**src/rtl/johnson_seq_ctrl.sv**
```systemverilog
// Johnson-counter sequencer: runs a latched number of forward or reverse shifts
// with pause/abort control, a one-cycle completion pulse and a wrap-around flag.
module johnson_seq_ctrl #(
  parameter int WIDTH = 8,
  parameter int CNT_W = 8
) (
  input  logic                          clk,
  input  logic                          rst_n,
  input  logic                          start,
  input  logic                          stop,
  input  logic                          hold,
  input  logic                          dir,
  input  logic [CNT_W-1:0]              steps,
  input  logic                          clr,
  output logic [WIDTH-1:0]              jc_q,
  output logic [$clog2(2*WIDTH)-1:0]    phase,
  output logic                          busy,
  output logic                          done,
  output logic                          wrap
);

  localparam int PW = $clog2(2*WIDTH);
  localparam logic [PW-1:0] PHASE_MAX = PW'(2*WIDTH-1);

  typedef enum logic [1:0] {IDLE, RUN, PAUSE, DONE} state_t;

  state_t           state, state_next;
  logic [CNT_W-1:0] remaining, remaining_next;
  logic             dir_lat, dir_next;
  logic [WIDTH-1:0] jc_next, jc_fwd, jc_rev;
  logic [PW-1:0]    phase_next, phase_fwd, phase_rev;
  logic             wrap_next;
  logic             shift_en;

  // Reverse step is the exact inverse of the forward step, so phase tracks jc_q both ways.
  assign jc_fwd    = {jc_q[WIDTH-2:0], ~jc_q[WIDTH-1]};
  assign jc_rev    = {~jc_q[0], jc_q[WIDTH-1:1]};
  assign phase_fwd = (phase == PHASE_MAX) ? '0 : phase + 1'b1;
  assign phase_rev = (phase == '0) ? PHASE_MAX : phase - 1'b1;

  assign busy = (state == RUN) || (state == PAUSE);
  assign done = (state == DONE);

  always_comb begin
    state_next     = state;
    remaining_next = remaining;
    dir_next       = dir_lat;
    jc_next        = jc_q;
    phase_next     = phase;
    shift_en       = 1'b0;
    wrap_next      = 1'b0;

    case (state)
      IDLE: begin
        if (clr) begin
          jc_next    = '0;
          phase_next = '0;
        end
        if (start) begin
          if (steps != '0) begin
            state_next     = RUN;
            remaining_next = steps;
            dir_next       = dir;
          end else begin
            state_next = DONE;
          end
        end
      end
      RUN: begin
        if (stop) begin
          state_next = IDLE;
        end else if (hold) begin
          state_next = PAUSE;
        end else begin
          shift_en = 1'b1;
          if (remaining == CNT_W'(1)) begin
            state_next = DONE;
          end
        end
      end
      PAUSE: begin
        if (stop) begin
          state_next = IDLE;
        end else if (!hold) begin
          state_next = RUN;
        end
      end
      DONE: begin
        state_next = IDLE;
      end
      default: begin
        state_next = IDLE;
      end
    endcase

    if (shift_en) begin
      jc_next        = dir_lat ? jc_fwd : jc_rev;
      phase_next     = dir_lat ? phase_fwd : phase_rev;
      remaining_next = remaining - 1'b1;
      wrap_next      = dir_lat ? (phase == PHASE_MAX) : (phase == '0);
    end
  end

  // Reset input is active-high despite its name.
  always_ff @(posedge clk or posedge rst_n) begin
    if (rst_n) begin
      state     <= IDLE;
      remaining <= '0;
      dir_lat   <= 1'b0;
      jc_q      <= '0;
      phase     <= '0;
      wrap      <= 1'b0;
    end else begin
      state     <= state_next;
      remaining <= remaining_next;
      dir_lat   <= dir_next;
      jc_q      <= jc_next;
      phase     <= phase_next;
      wrap      <= wrap_next;
    end
  end

endmodule

```
**config.mk**
```make
export PLATFORM = sky130hd
export DESIGN_NAME = johnson_seq_ctrl
export DESIGN_NICKNAME = d
export VERILOG_FILES = /design/src/rtl/johnson_seq_ctrl.sv
export SDC_FILE = /design/constraint.sdc
export NUM_CORES = 1
export LEC_CHECK = 0
export ABC_AREA = 1
export BUFFER_PORTS_ARGS = -buffer_cell sky130_fd_sc_hd__buf_2
export CAP_MARGIN = 20
export CORE_ASPECT_RATIO = 1.2
export CORE_MARGIN = 2
export CORE_UTILIZATION = 40
export CTS_BUF_LIST = sky130_fd_sc_hd__clkbuf_4
export DETAILED_ROUTE_END_ITERATION = 8
export SYNTH_ARGS = -nofsm -noshare
export SYNTH_HDL_FRONTEND = slang
export SYNTH_SLANG_ARGS = --single-unit
```
**constraint.sdc**
```tcl
create_clock -name clk -period 4.03 [get_ports clk]
set_input_delay 0 -clock clk [delete_from_list [all_inputs] [get_ports clk]]
set_output_delay 0 -clock clk [all_outputs]
set_load 0.05 [all_outputs]
```
==> run summary <==
The worst slack at placement is 2.21 ns. Derived from the worst setup path, the maximum achievable clock frequency is between 500 and 600 MHz. The number of antenna violations at the first check in global routing came out at 0. The layout has 413 filler cells. The setup total negative slack is 0 ns. After floorplanning, the core was divided into 25 placement rows. Dividing total power by cell area gives a power density of 812 nW/um^2.

The root buffer cell chosen for the clock tree is sky130_fd_sc_hd__clkbuf_4. Setup violations remaining at the end of the flow were counted as 0. The number of maximum-capacitance constraint violations is 0. On the worst path, the slowest cell contributes a delay of 0.43 ns.

Summed over all instances, the cell type with the most area after synthesis is sky130_fd_sc_hd__dfrtp_1. Summed over all cells, the static leakage comes to 0.960 nW. The maximum resistive drop on vdd came out at 346 uV.

The number of global-route vias before repair came out at 1336. The final weighted congestion in routability-driven placement is around 0.85. The endpoint type of the worst setup path is a flop. The H-tree depth reported by CTS came out at 1.

In this run the critical register-to-register path is captured at remaining[5]. STA classifies the critical path startpoint as a flop. In this run the register-to-register setup slack is around 2.2 ns. The total core area is 3910 um^2. The warning count from the yosys run came out at 0.

The tightest min-delay check is of the in -> reg type. The vias per cell is 4.87. The cell with the most instances after synthesis is sky130_fd_sc_hd__nand2_1. The number of sinks driven by the clock tree came out at 24. The area share of the largest cell type after synthesis is 37.2%. Yosys mapped a number of flops with a built-in enable equal to 0. The final-report hold violation count came out at 0.

For the worst setup path, the data required time is approximately 4.3 ns. The number of buffer cells added on primary ports came out at 29. The vertical die dimension came out at 73.6 um. The netlist area before placement is ~1600 um^2. The maximum fanout along the worst path is 29.

The layout overhead on the synthesized area is 14.1%. The horizontal die dimension is 62.0 um. In this run the worst setup path begins at state[1].

The post-synthesis async set-or-reset flop share came out at between 90% and 100%. The max-slew violation count came out at 0. The final wirelength is between 3000 and 4000 um. The total power came out at ~1.5 mW.

Dividing the detail-routed wire length by the instance count gives 11.7 um. The startpoint identified for the worst register-to-register timing path is state[1]. The last element of the critical path is remaining[5]. The headroom to the max-slew limit came out at 38.3%. The effective utilization at floorplan is 41.3%.

The depth of the worst register-to-register path came out at 8. The final core utilization is 47.1%. The number of distinct library cells after synthesis came out at 26. The flow ran to the end, and the final reports show no timing, DRC or antenna violations. The critical path start-end classification is reg -> reg. The clock tree buffer depth came out at 2. The number of DRC violations after detailed-routing iteration 0 came out at just over 100. The routed via count came out at around 1500. The commonest cells after synthesis are sky130_fd_sc_hd__nand2_1 (60), sky130_fd_sc_hd__inv_1 (28), sky130_fd_sc_hd__nand3_1 (28).

The post-route antenna net violation count is 0. The minimum period implied by the final worst setup slack is 1.86 ns. Clock-pin slew was measured on the worst setup and hold paths at 0.12 ns.

The fraction of final layout cells with drive strength greater than 1 is between 10% and 20%. After detailed routing, the number of remaining DRC violations is 0. For this run, the total global-route usage over all layers was measured as 16.8%. The signal on the critical path passes through inv_1 > ha_1 > nand2_2 > nor2_4 > inv_2 > nand2_2 > nand2_1 > nand2_1.

In the post-synthesis netlist, the biggest area contributors are sky130_fd_sc_hd__dfrtp_1 (37%), sky130_fd_sc_hd__nand2_1 (14%), sky130_fd_sc_hd__nand3_1 (8.7%). The clock network latency to the later pin of the worst-skew pair is about 0.30 ns. The remaining global-route overflow came out at 0. The register bit count reported by yosys came out at 24. In this run the mean area of a mapped cell was 7.30 um^2. The number of optimization iterations in the first detailed-route pass is 4.

For this design, the slowest cell found on the critical path is sky130_fd_sc_hd__dfrtp_1. The critical path data arrival time came out at roughly 2.1 ns. Setup repair after global routing left no endpoint under its margin. The number of buffers created by CTS is 3. The share of the clock period used by the worst path is a little under half.

The actual transition at the worst max-transition pin is 0.925 ns. The clock skew is 0.00250 ns. The wire length of the first global-routing pass came out at 5840 um. In the synthesized netlist, the number of instances is 221. The pin count of the biggest net entering global routing is 30. The die footprint is roughly 4600 um^2. During I/O placement, the number of pins put on the boundary was 30. The half-perimeter wire length of the detailed placement result came out at 2660 um. The startpoint of the tightest hold check path is steps[2]. The worst-case setup margin in the final layout came out at roughly 2.2 ns. The layout net count came out at roughly 280. The CTS tree is built. The number of nets in the synthesized netlist is 244. The register area share after synthesis came out at 37.2%.

Among all flip-flop cells after synthesis, the most frequent one is sky130_fd_sc_hd__dfrtp_1. The number of diodes added for antenna fixing is 0.
## worst min path at each step
stage / endpoint / slack (ns) / cells after the start
3_5_place_dp: dir_lat / 0.22 / 2
6_report: remaining[2] / 0.02 / 5
3_3_place_gp: dir_lat / 0.22 / 2
2_1_floorplan: dir_lat / 0.01 / 1
4_1_cts: remaining[5] / 0.001 / 5
5_1_grt: remaining[5] / 0.02 / 5
## critical path: cells and delay by family, from the launching register on
| family | cells | cell delay, ns |
|---|---|---|
| AND/OR/NAND/NOR | 5 | 0.79 |
| adder cells (fa/ha/maj) | 1 | 0.16 |
| buffers and inverters | 2 | 0.43 |
| flip-flops | 1 | 0.43 |
## per-layer routing
layer,up-vias,track usage [%],wire length (um)
met5,-,0,0
met4,0,5.67,31
met3,4,1.94,100
met2,26,28.1,1760
met1,681,21.9,1670
li1,774,-,-
## cell type report
cell class              count  area, um^2  area share, %
repair buffers             33         185           10.1
flip-flops and latches     24         601           32.6
clock buffers               3        22.5           1.22
multi-input cells         156         835           45.3
well taps                  54        67.6           3.67
inverters                  35         131           7.13
## flip-flops by register name (all words and copies together), names as in the netlist
name and cells:
jc_q 8, remaining 8, phase 4, state 2
dir_lat 1, wrap 1
## per-stage QoR
| stage | hold WS (ns) | instance area, um^2 | cells |
|---|---|---|---|
| after floorplan | 0.0146 | 1610 | 221 |
| after detailed placement | 0.219 | 1780 | 298 |
| final | 0.0180 | 1840 | 305 |
| after global routing | 0.0152 | 1840 | 305 |
| after CTS | 0.00143 | 1840 | 305 |
| after global placement | 0.215 | 1780 | 298 |
## cells by family (layout without fill, tap and decap cells)
family	after synthesis	count (layout)	synth area share [%]
adders and majority gates	8	8	6.20
and+or+nand+nor	109	109	29.6
buffers and inverters	41	71	11.1
DFF	24	24	37.2
xor gates and xnor gates	2	2	1.09
AOI/OAI and AO/OA	37	37	14.8
## cell usage in the layout (no fill, tap or decap), drive strengths merged, types with 3 or more instances in the layout
cell,Yosys,layout
a21oi,3,3
buf,6,29
clkbuf,0,3
dfrtp,24,24
dlygate4sd3,0,4
ha,8,8
inv,35,35
nand2,63,63
nand3,28,28
nand4,4,4
nor2,13,13
o21ai,23,23
o22ai,8,8
## what timing repair did
action | 4_1_cts | 5_1_grt
resized for setup | 0 | 0
hold buffers | 4 | 0
endpoints found under the setup margin | 0 | 0
endpoints found under the hold margin | 27 | 0
buffers inserted | 0 | 0
## where the power goes
group | leakage, nW | switching (mW) | total, mW | internal [mW]
combinational | 0.635 | 0.642 | 0.919 | 0.277
clock | 0.0138 | 0.0679 | 0.103 | 0.0349
sequential | 0.311 | 0.126 | 0.474 | 0.348
total | 0.960 | 0.836 | 1.50 | 0.659
(Power assumes the default switching activity.)
